### src/rtl/load_store_unit_pkg.sv
// Shared encodings and helpers for the load/store unit: opcodes, FSM states and
// alignment/load-class decode.
package load_store_unit_pkg;

  localparam int unsigned MemAddrWDefault = 12;

  typedef enum logic [2:0] {
    OpLw  = 3'd0,
    OpLh  = 3'd1,
    OpLhu = 3'd2,
    OpLb  = 3'd3,
    OpLbu = 3'd4,
    OpSw  = 3'd5,
    OpSh  = 3'd6,
    OpSb  = 3'd7
  } op_e;

  typedef enum logic [1:0] {
    StIdle = 2'd0,
    StRd   = 2'd1,
    StWr   = 2'd2,
    StDone = 2'd3
  } state_e;

  function automatic logic is_load(op_e op);
    return (op == OpLw) || (op == OpLh) || (op == OpLhu) || (op == OpLb) || (op == OpLbu);
  endfunction

  function automatic logic is_misaligned(op_e op, logic [1:0] addr_lo);
    logic mis;
    mis = 1'b0;
    case (op)
      OpLw, OpSw:        mis = (addr_lo != 2'b00);
      OpLh, OpLhu, OpSh: mis = addr_lo[0];
      default:           mis = 1'b0;
    endcase
    return mis;
  endfunction

endpackage

### src/rtl/lsu_byte_lane.sv
// Little-endian lane logic: extracts and extends load data from a memory word,
// and merges store data into the word for partial stores.
module lsu_byte_lane
  import load_store_unit_pkg::*;
(
  input  op_e         i_op,
  input  logic [1:0]  i_addr_lo,
  input  logic [31:0] i_rdata,
  input  logic [31:0] i_sdata,
  output logic [31:0] o_load_data,
  output logic [31:0] o_merge_data
);

  logic [7:0]  w_byte;
  logic [15:0] w_half;

  always_comb begin
    w_byte = 8'h00;
    case (i_addr_lo)
      2'd0:    w_byte = i_rdata[7:0];
      2'd1:    w_byte = i_rdata[15:8];
      2'd2:    w_byte = i_rdata[23:16];
      default: w_byte = i_rdata[31:24];
    endcase
    w_half = i_addr_lo[1] ? i_rdata[31:16] : i_rdata[15:0];
  end

  always_comb begin
    o_load_data = i_rdata;
    case (i_op)
      OpLh:    o_load_data = {{16{w_half[15]}}, w_half};
      OpLhu:   o_load_data = {16'h0000, w_half};
      OpLb:    o_load_data = {{24{w_byte[7]}}, w_byte};
      OpLbu:   o_load_data = {24'h000000, w_byte};
      default: o_load_data = i_rdata;
    endcase
  end

  // Untouched lanes keep the word just read, so partial stores preserve neighbours.
  always_comb begin
    o_merge_data = i_rdata;
    case (i_op)
      OpSw: o_merge_data = i_sdata;
      OpSh: begin
        if (i_addr_lo[1]) o_merge_data[31:16] = i_sdata[15:0];
        else              o_merge_data[15:0]  = i_sdata[15:0];
      end
      OpSb: o_merge_data[{i_addr_lo, 3'b000} +: 8] = i_sdata[7:0];
      default: o_merge_data = i_rdata;
    endcase
  end

endmodule

### src/rtl/load_store_unit.sv
// Multi-cycle load/store unit: single-word memory port, read-modify-write for
// halfword/byte stores, alignment and range checking.
module load_store_unit
  import load_store_unit_pkg::*;
#(
  parameter int unsigned MEM_ADDR_W = MemAddrWDefault
) (
  input  logic        i_clk,
  input  logic        i_rst_n,
  input  logic        i_start,
  input  logic [2:0]  i_op,
  input  logic [31:0] i_address,
  input  logic [31:0] i_store_data,
  output logic        o_busy,
  output logic        o_done,
  output logic [31:0] o_load_data,
  output logic        o_error,
  output logic [31:0] o_mem_address,
  output logic [31:0] o_mem_write_data,
  output logic        o_mem_write,
  output logic        o_mem_read,
  input  logic [31:0] i_mem_read_data
);

  state_e      r_state;
  state_e      w_state_d;
  op_e         r_op;
  logic [1:0]  r_addr_lo;
  logic [31:0] r_sdata;
  logic [31:0] r_load_data;
  logic [31:0] r_mem_addr;
  logic [31:0] r_mem_wdata;
  logic        r_error;

  op_e         w_op_in;
  logic        w_accept;
  logic        w_oor;
  logic        w_err;
  logic [31:0] w_lane_load;
  logic [31:0] w_lane_merge;

  assign w_op_in  = op_e'(i_op);
  assign w_accept = (r_state == StIdle) && i_start;
  assign w_oor    = (i_address >> MEM_ADDR_W) != 32'd0;
  assign w_err    = w_oor || is_misaligned(w_op_in, i_address[1:0]);

  lsu_byte_lane u_lane (
    .i_op         (r_op),
    .i_addr_lo    (r_addr_lo),
    .i_rdata      (i_mem_read_data),
    .i_sdata      (r_sdata),
    .o_load_data  (w_lane_load),
    .o_merge_data (w_lane_merge)
  );

  always_comb begin
    w_state_d = r_state;
    case (r_state)
      StIdle: begin
        if (i_start) begin
          if (w_err)                w_state_d = StDone;
          else if (w_op_in == OpSw) w_state_d = StWr;
          else                      w_state_d = StRd;
        end
      end
      StRd:    w_state_d = is_load(r_op) ? StDone : StWr;
      StWr:    w_state_d = StDone;
      default: w_state_d = StIdle;
    endcase
  end

  always_ff @(posedge i_clk) begin
    if (!i_rst_n) begin
      r_state     <= StIdle;
      r_op        <= OpLw;
      r_addr_lo   <= 2'b00;
      r_sdata     <= 32'h0;
      r_load_data <= 32'h0;
      r_mem_addr  <= 32'h0;
      r_mem_wdata <= 32'h0;
      r_error     <= 1'b0;
    end else begin
      r_state <= w_state_d;
      if (w_accept) begin
        r_op      <= w_op_in;
        r_addr_lo <= i_address[1:0];
        r_sdata   <= i_store_data;
        r_error   <= w_err;
        // Errored accesses leave the memory port untouched.
        if (!w_err) begin
          r_mem_addr <= {i_address[31:2], 2'b00};
          if (w_op_in == OpSw) r_mem_wdata <= i_store_data;
        end
      end
      if (r_state == StRd) begin
        if (is_load(r_op)) r_load_data <= w_lane_load;
        else               r_mem_wdata <= w_lane_merge;
      end
      if (r_state == StDone) r_error <= 1'b0;
    end
  end

  assign o_busy           = (r_state != StIdle);
  assign o_done           = (r_state == StDone);
  assign o_error          = r_error;
  assign o_load_data      = r_load_data;
  assign o_mem_address    = r_mem_addr;
  assign o_mem_write_data = r_mem_wdata;
  assign o_mem_read       = (r_state == StRd);
  assign o_mem_write      = (r_state == StWr);

endmodule

### config.mk
export PLATFORM = sky130hd
export DESIGN_NAME = load_store_unit
export DESIGN_NICKNAME = d
export VERILOG_FILES = /design/src/rtl/load_store_unit_pkg.sv /design/src/rtl/lsu_byte_lane.sv /design/src/rtl/load_store_unit.sv
export SDC_FILE = /design/constraint.sdc
export NUM_CORES = 1
export LEC_CHECK = 0
export BUFFER_PORTS_ARGS = -buffer_cell sky130_fd_sc_hd__buf_2
export CAP_MARGIN = 20
export CORE_AREA = 2 2 131 196
export DETAILED_ROUTE_END_ITERATION = 12
export DIE_AREA = 0 0 133 198
export HOLD_SLACK_MARGIN = 0.15
export PLACE_DENSITY = 0.54
export SLEW_MARGIN = 20
export SYNTH_ARGS = -nofsm -noshare
export SYNTH_HDL_FRONTEND = slang
export SYNTH_HIERARCHICAL = 1
export SYNTH_SLANG_ARGS = --single-unit
### constraint.sdc
create_clock -name i_clk -period 6.7 [get_ports i_clk]
set_input_delay 0.67 -clock i_clk [delete_from_list [all_inputs] [get_ports i_clk]]
set_output_delay 0.67 -clock i_clk [all_outputs]
set_load 0.01 [all_outputs]
==> metrics, run 1 <==
Mapped Area=7300 um2; die area=26300 um2; I/O pin cnt=203; RR Endpoint=o_mem_write_data[5]; Post-CTS Setup Bufs=0; drc violations=0; Setup crit start=r_op[0]; Via density=5.40; FF-to-FF path depth=7; largest net degree at the start of global routing=71; Final setup viols=0; H-tree levels=4; area grow syn2layout=24.1%; number of flops mapped to enable cells by yosys=0; sequential-to-total area share from yosys stat=36.8%; drt initial violations=617; Pre-antenna DRT Iters=5; antenna-violating nets left=0; TritonCTS Buffers=17; CP max FO=17; crit path DAT=3.35 ns; mean area per synthesized cell=7.96 um2; outcome=completed; IR drop worst, VDD=178 uV; post-synth cell types=63; grt met2 use=33.6%; Core Box Area=24800 um2; final core occ=36.5%; GR met1 Demand/Resource=25.8%; ys async rst share=0%; clock tree from TritonCTS=built; Worst Hold Depth=2; first-pass GRT wire length=41.3 mm; Routability Congestion=0.912; post-synth top area cell=dfxtp_1; Crit. End Element=flop; FP Rows=71; wire per inst=19.4 um; Fmax=334 MHz; clock-pin slew on the worst setup and hold paths=0.06 ns; Final Max Slew Viols=0; Synth top area share=36.8%; Yosys reg bits=134; vias in the first global route=7072; Hold Fails Final Rpt=0; Hold Crit Class=flop to flop; FF-to-FF Start=r_op[0]; initial antenna violation count=3; GRT Total Usage=20.3%; min Tclk post-route=3.00 ns; fin nets=1181; pwr dens=297 nW/um2; met3 usage=3.53%; WL final=27.4 mm; Synth Instances=917; hold_buf cts=0; synth top area cells=dfxtp_1 37%, nand2_1 12%, a21boi_0 7.4%; RSZ-0062 raised after global routing=no; critical path launch point type=flop; Post-Place Cells=1377; routed vias=7623; CTS Buffer Depth=2; Non-Filler Instances=1412; critical path required time=7.06 ns; worst skew pair latency=0.43 ns; Die Wd=133 um; layout cell share with drive strength beyond 1=24.2%; critical path class=flop to flop; CP endpoint=o_mem_write_data[5]; ys flop type=dfxtp_1; Final HPWL DP=19.4 mm; Warnings, synthesis=6; clk root buf=clkbuf_16; PortBufs=200; Worst Tran Pin Value=0.887 ns; post_cts resized=0; Clock Sinks=134; GR Overflow Total=0; Die Y=198 um; max-capacitance violation count=0; worst reg-to-reg setup slack=3.70 ns; Fin Clk Skew=0.00840 ns; Final period util=44.7%; Initial Util=29.4%; Final TNS setup=0 ns; GR peak layer=met2; leak pwr=3.67 nW; Slew Limit Headroom=40.4%
[cell type report]
type	instances	area (um2)
timing repair buffer	215	1140
clock buffer	20	437
sequential	134	2680
antenna	3	7.51
tap	328	410
fill	2652	15700
inverter	19	71.3
clock inverter	11	175
multi-input combinational	682	4130
[sequential cells by signal (all words and copies together) (netlist names)]
name,cells
o_mem_write_data,32
r_state,2
o_error,1
r_sdata,32
r_op,3
r_addr_lo,2
o_mem_address,30
o_load_data,32
[Yosys cell counts (all sizes together), types with 2 or more instances]
cell type  number
a211oi          2
a21oi           2
o41ai          33
o21ai          65
xnor2           2
a22oi          24
a221o          14
dfxtp         134
nand2b          2
a221oi          9
nor2           24
clkbuf         56
nand2         230
clkinv          2
o21a           11
and2            4
nor4            7
nand3          36
a21boi         82
inv            17
o221ai         17
a32oi          16
and3           21
nor2b           5
nor3           12
buf            27
ha             10
a31oi          32
nor3b           4
[routing by layer]
layer  part of all wire, %  wire, um
met5                     0         0
met4                   3.2       878
met3                   5.9      1610
met2                    48     13000
met1                    43     11800
[worst max-delay path: stages (launching register included)]
cell and delay [ns]:
dfxtp_1 0.64, buf_4 0.32, nor2b_1 0.71, o21a_1 0.59, a22oi_1 0.18, o21ai_0 0.15
o21ai_0 0.16, a31oi_1 0.18
[worst min-delay path by stage]
stage                                start  slack (ns)               end
after detailed placement  o_mem_address[7]        0.44  o_mem_address[7]
after CTS                 o_mem_address[3]        0.45  o_mem_address[3]
final                     o_mem_address[7]        0.45  o_mem_address[7]
after global routing      o_mem_address[3]        0.46  o_mem_address[3]
after floorplan                r_sdata[20]        0.44       r_sdata[20]
after global placement    o_mem_address[9]        0.43  o_mem_address[9]
[layout by cell type, fill, tap and decap left out, types with 12 or more instances in the layout]
cell type  count
a32oi_1       16
clkbuf_16     17
nand2_1      230
a22oi_1       24
a31oi_1       32
and3_1        21
buf_4         12
dfxtp_1      134
nor2_1        24
a21boi_0      72
o21ai_0       62
o221ai_1      17
a221o_1       14
buf_2        201
nand3_1       35
o41ai_1       33
inv_1         16
[kinds of logic after synthesis]
| logic type | Yosys count | share of synthesized area (%) |
|---|---|---|
| and+or+nand+nor | 351 | 22.4 |
| AOI/OAI and AO/OA | 316 | 32.0 |
| DFF | 134 | 36.8 |
| buffers and inverters | 102 | 6.71 |
| adders and majority gates | 10 | 1.71 |
| xor gates and xnor gates | 2 | 0.240 |
| other | 1 | 0.0514 |
| muxes | 1 | 0.154 |
[where the power goes]
part	total (W)	internal, W	switching (W)
Clock	0.000997	0.000623	0.000373
Combinational	0.000725	0.000251	0.000474
Sequential	0.000964	0.000888	0.0000759
Total	0.00269	0.00176	0.000923
[metrics by stage]
step	setup WS, ns	instance area, um2	hold slack [ns]	total power [W]
after floorplan	4.46	7300	0.439	0.00143
after global placement	3.86	8380	0.434	0.00168
after detailed placement	3.76	8420	0.443	0.00171
after CTS	3.74	9030	0.452	0.00271
after global routing	3.52	9050	0.464	0.00283
final	3.70	9060	0.450	0.00269
Note: power is estimated with default switching activity, not from simulation.
==> run 2: changes to the inputs <==
Settings changed: ABC_AREA from default to 1, CORE_AREA 2 2 131 196 to 2 2 133 200, DIE_AREA 0 0 133 198 to 0 0 135 202, PLACE_DENSITY 0.54 to 0.56.
Clock period 6.7 ns to 2.7 ns, I/O delays scaled along.
==> run 2 against run 1 <==
Net effect: synthesized area up 3.5%; cell area increased by 8.9%; flip-flop and latch count stayed put; non-clock buffer count up 52; routed wire length fell by 0.18%; synthesized cell count is 31% higher; combinational power rose to 3.9 times the previous value; largest power group is now combinational cells.
==> metrics, run 2 <==
mean area per synthesized cell=6.30 um2; ys async rst share=0%; critical path required time=3.06 ns; PortBufs=200; sequential-to-total area share from yosys stat=35.5%; Slew Limit Headroom=56.8%; FF-to-FF Start=r_addr_lo[1]; Core Box Area=25600 um2; FF-to-FF path depth=9; vias in the first global route=7962; Initial Util=29.5%; wire per inst=15.5 um; outcome=completed; leak pwr=4.93 nW; Synth Instances=1199; number of fill cells=2829; total power=0.00799 W; cell family with most CP delay=buffers and inverters; first-pass GRT wire length=42.7 mm; drc violations=0; commonest non-fill, non-tap cells in the layout=295 x nand2_1, 218 x nor2_1, 200 x buf_2; Hold Crit Class=input pin to flop; Die Wd=135 um; WL final=27.3 mm; Hold Fails Final Rpt=0; layout cell share with drive strength beyond 1=22.4%; CTS Buffer Depth=2; I/O pin cnt=203; largest net degree at the start of global routing=102; sw frac=39.4%; die area=27300 um2; initial antenna violation count=0; Clock Sinks=134; Mapped Area=7550 um2; GRT Total Usage=20.0%; max-capacitance violation count=0; post-synth top area cell=dfxtp_1; worst reg-to-reg setup slack=0.56 ns; Hold EP=r_addr_lo[0]; min Tclk post-route=2.14 ns; routed vias=8352; CP max FO=30; post-synth cell types=30; most used cell, CP=buf_4; ys flop type=dfxtp_1; internal power=0.00484 W; leading cell type in the layout, fill and taps excluded=nand2_1; Crit. End Element=flop; Post-Place Cells=1683; WP buf/inv=3; critical path class=flop to flop; Synth top area share=35.5%; clock-pin slew on the worst setup and hold paths=0.07 ns; Post-CTS Setup Bufs=0; commonest cells in the netlist=296 x nand2_1, 218 x nor2_1, 134 x dfxtp_1; Final setup viols=0; Yosys reg bits=134; clock tree from TritonCTS=built; Routability Congestion=0.924; Die Y=202 um; synth top area cells=dfxtp_1 36%, nand2_1 15%, nor2_1 11%; IR drop worst, VDD=573 uV; Non-Filler Instances=1762; RR Endpoint=o_mem_write_data[23]; Final Max Slew Viols=0; H-tree levels=4; GR Overflow Total=0; crit path DAT=2.51 ns; combinational power share=35.4%; critical path launch point type=flop; Worst Hold Depth=3; Fmax=467 MHz; NetSw=0.00315 W; Warnings, synthesis=6; Final TNS setup=0 ns; Final period util=79.3%; antenna-violating nets left=0; diode count=0; Fin Clk Skew=0.0138 ns; RSZ-0062 raised after global routing=no; drt initial violations=492; Final HPWL DP=20.6 mm; Critical Path Slowest Stage Cell=ha_1; pwr dens=810 nW/um2; FP Rows=72; TritonCTS Buffers=17; sequential power share=33.6%; Largest stage delay, worst path=0.44 ns; worst skew pair latency=0.44 ns; min-delay src=i_address[0]; Pre-antenna DRT Iters=5; fin nets=1528; area grow syn2layout=30.6%; Worst Tran Pin Value=0.648 ns; Via density=4.74; number of flops mapped to enable cells by yosys=0; most frequent cell after synthesis=nand2_1; clk root buf=clkbuf_16; clock share of power=31.0%; Critical Path, Cell by Cell=buf_4 -> ha_1 -> buf_4 -> inv_1 -> a21oi_1 -> nand2_1 -> nand3_1 -> o21ai_0 -> nor2_1
run 2: worst max-delay path by stage:
stage | start | end | slack, ns | cells after the start
after detailed placement | r_addr_lo[1] | o_mem_write_data[20] | 0.62 | 9
after global placement | r_addr_lo[1] | o_mem_write_data[20] | 0.65 | 9
after global routing | i_op[1] | o_mem_address[11] | 0.30 | 12
after CTS | r_addr_lo[1] | o_mem_write_data[20] | 0.59 | 9
final | r_addr_lo[1] | o_mem_write_data[23] | 0.56 | 9
after floorplan | r_addr_lo[1] | o_load_data[10] | 0.69 | 14
run 2: timing repair:
action,CTS,global route
hold buffers,46,0
gates resized for setup,0,0
endpoints found under the hold margin,47,0
run 2: metrics by stage:
step,cell area (um2),hold WS (ns),worst slack (ns),utilization (%)
2_1_floorplan,7560,0.415,0.691,-
3_3_place_gp,8760,0.421,0.649,34.3
3_5_place_dp,8760,0.424,0.624,34.3
4_1_cts,9840,0.162,0.590,38.4
5_1_grt,9860,0.192,0.297,38.5
6_report,9860,0.201,0.558,38.5
run 2: layer usage:
layer | track usage, % | share of wire (%)
met1 | 23.3 | 40
met2 | 35.0 | 50
met3 | 4.31 | 6.4
met4 | 8.74 | 3.6
met5 | 0 | 0
run 2: worst min-delay path, cell delays in order:
cell and delay [ns]:
buf_2 0.12, inv_1 0.10, a21oi_1 0.09
run 2: final cells by class:
type,count,area [um2],area share [%]
multi-input cells,905,4140,42.0
flip-flops and latches,134,2680,27.2
repair buffers,267,1660,16.8
clock buffers,17,425,4.31
well taps,333,417,4.22
inverters,91,347,3.51
clock inverters,15,188,1.90
run 2: logic make-up (layout without fill, tap and decap cells):
logic type	after synthesis	in the layout	synth area share, %
adders and majority gates	10	10	1.66
buffers and inverters	161	390	9.74
other	1	2	0.0496
AOI/OAI and AO/OA	193	193	12.9
DFF	134	134	35.5
and+or+nand+nor	700	700	40.1
run 2: power by group through the flow:
stage | clock network [W] | logic [W] | registers (W)
after floorplan | 0 | 0.00188 | 0.00272
after global placement | 0 | 0.00272 | 0.00272
after detailed placement | 0 | 0.00275 | 0.00273
after CTS | 0.00254 | 0.00281 | 0.00269
after global routing | 0.00261 | 0.00319 | 0.00273
final | 0.00247 | 0.00283 | 0.00269
==> run 3: changes to the inputs <==
Clock period 2.7 ns to 1.9 ns, I/O delays scaled along.
==> run 3 against run 2 <==
Net effect: die area is the same; utilization grew 1.4 points; clock skew down 0.0014 ns; clock power rose by 50%; final cell count is 1.4% higher; critical path type is now input pin to flop; worst hold slack better by 0.015 ns; critical endpoint is now o_mem_write_data[14]; cell area rose by 3.6%; largest cell class unchanged; total power increased by 48%; first-iteration DRC count grew 0.41%; global-route usage is 0.69 points higher; sequential share of layout area decreased by 0.90 points; non-clock buffer count rose by 24.
==> metrics, run 3 (same netlist as run 2, synthesis figures left out) <==
final core occ=39.9%; leak pwr=5.10 nW; Hold Crit Class=input pin to flop; Final period util=94.3%; critical path launch point type=input pin; Final Max Slew Viols=0; CTS Buffer Depth=2; clock share of power=31.3%; Via density=4.71; crit path DAT=2.10 ns; area grow syn2layout=35.3%; GRT Total Usage=20.7%; Fin Clk Skew=0.0123 ns; FP Rows=72; I/O pin cnt=203; Clock Sinks=134; min Tclk post-route=1.79 ns; Critical Path Slowest Stage Cell=dlygate4sd3_1; Hold Fails Final Rpt=0; die area=27300 um2; GR Overflow Total=0; Final setup viols=0; first-pass GRT wire length=43.8 mm; Die Wd=135 um; sw frac=38.3%; H-tree levels=4; antenna-violating nets left=0; routed vias=8414; Largest stage delay, worst path=0.55 ns; Non-Filler Instances=1787; FF+latch area=2690 um2; clk root buf=clkbuf_16; Critical Path, Cell by Cell=dlygate4sd3_1 -> buf_2 -> inv_2 -> nand2_1 -> o21ai_1 -> nand2_1 -> nand2_1 -> nor2_4 -> nand3_4 -> buf_12 -> nor2_2 -> nor2_1 -> nor2_1; critical path class=input pin to flop; clock-pin slew on the worst setup and hold paths=0.06 ns; TritonCTS Buffers=17; NetSw=0.00452 W; initial antenna violation count=0; CP max FO=38; Initial Util=29.5%; Routability Congestion=0.925; clock tree from TritonCTS=built; commonest non-fill, non-tap cells in the layout=292 x nand2_1, 218 x nor2_1, 200 x buf_2; Crit. End Element=flop; PortBufs=200; Core Box Area=25600 um2; outcome=completed; max-capacitance violation count=0; multi-input logic area=4180 um2; pwr dens=1160 nW/um2; internal power=0.00730 W; diode count=0; Post-Place Cells=1705; Die Y=202 um; leading cell type in the layout, fill and taps excluded=nand2_1; number of fill cells=2795; Final TNS setup=0 ns; wire per inst=15.8 um; Fmax=558 MHz; Final HPWL DP=21.0 mm; layout cell share with drive strength beyond 1=24.5%; combinational power share=36.3%; critical path required time=2.21 ns; largest net degree at the start of global routing=102; sequential power share=32.4%; WP buf/inv=4; fin nets=1553; vias in the first global route=8084; post-route cell area=10200 um2; worst skew pair latency=0.43 ns; drc violations=0; RSZ-0062 raised after global routing=no; Pre-antenna DRT Iters=5; cell family with most CP delay=buffers and inverters; most used cell, CP=nand2_1; IR drop worst, VDD=703 uV; placed cell area=9010 um2; WL final=28.1 mm; drt initial violations=494
-- run 3: changes by cell type in the layout (fill, tap and decap cells not counted), sizes merged --
cell         previous run  this run
inv                    96        91
bufinv                  3         5
buf                   220       242
clkinvlp                3         4
clkbuf                 18        17
clkinv                  4         7
dlygate4sd3            46        49
-- run 3: layout make-up --
| cell class | count | area share (%) |
|---|---|---|
| well taps | 333 | 4.08 |
| inverters | 91 | 3.43 |
| flip-flops and latches | 134 | 26.3 |
| clock buffers | 17 | 4.16 |
| multi-input cells | 905 | 40.9 |
| repair inverters | 1 | 0.0490 |
| repair buffers | 291 | 18.8 |
| clock inverters | 15 | 2.23 |
-- run 3: per-layer routing --
metal,GRT usage (%),part of all wire [%],vias up,wire length (um)
met4,9.26,3.8,0,1060
met2,36.1,49,313,13900
met5,0,0,-,0
met1,24.0,41,3750,11500
met3,4.49,6.1,49,1720
li1,-,-,4302,-
-- run 3: final timing paths --
kind                       from                    to  slack [ns]  cells after the start
min reg2reg   o_mem_address[20]     o_mem_address[20]        0.43                      2
max                     i_op[1]  o_mem_write_data[14]        0.11                     13
max reg2reg        r_addr_lo[0]   o_mem_write_data[9]        0.11                      9
min          i_mem_read_data[5]   o_mem_write_data[5]        0.22                      5
-- run 3: repair_timing --
item,in CTS,in global routing
setup endpoints to repair,8,24
hold buffers,49,0
gates cloned,0,1
buffers inserted,0,1
gates resized for setup,2,20
hold endpoints to repair,77,0
pin swaps,0,1
-- run 3: tightest hold or removal path: stages --
cell and delay, ns:
buf_2 0.13, nand2_1 0.06, nand2_1 0.06, o21ai_0 0.08
nor2_1 0.09
-- run 3: stage by stage --
stage,power (W),worst slack [ns],hold WS [ns]
floorplan,0.00656,0.0176,0.335
global placement,0.00805,-0.197,0.422
detailed placement,0.00805,-0.172,0.424
CTS,0.0119,0.0106,0.197
global route,0.0127,0.00412,0.226
finish,0.0118,0.108,0.217
-- run 3: power by group through the flow --
stage          combinational [W]  sequential (W)  clock [W]
2_1_floorplan            0.00268         0.00387          0
3_3_place_gp             0.00417         0.00388          0
3_5_place_dp             0.00416         0.00389          0
4_1_cts                  0.00426         0.00383    0.00382
5_1_grt                  0.00484         0.00389    0.00393
6_report                 0.00429         0.00383    0.00371
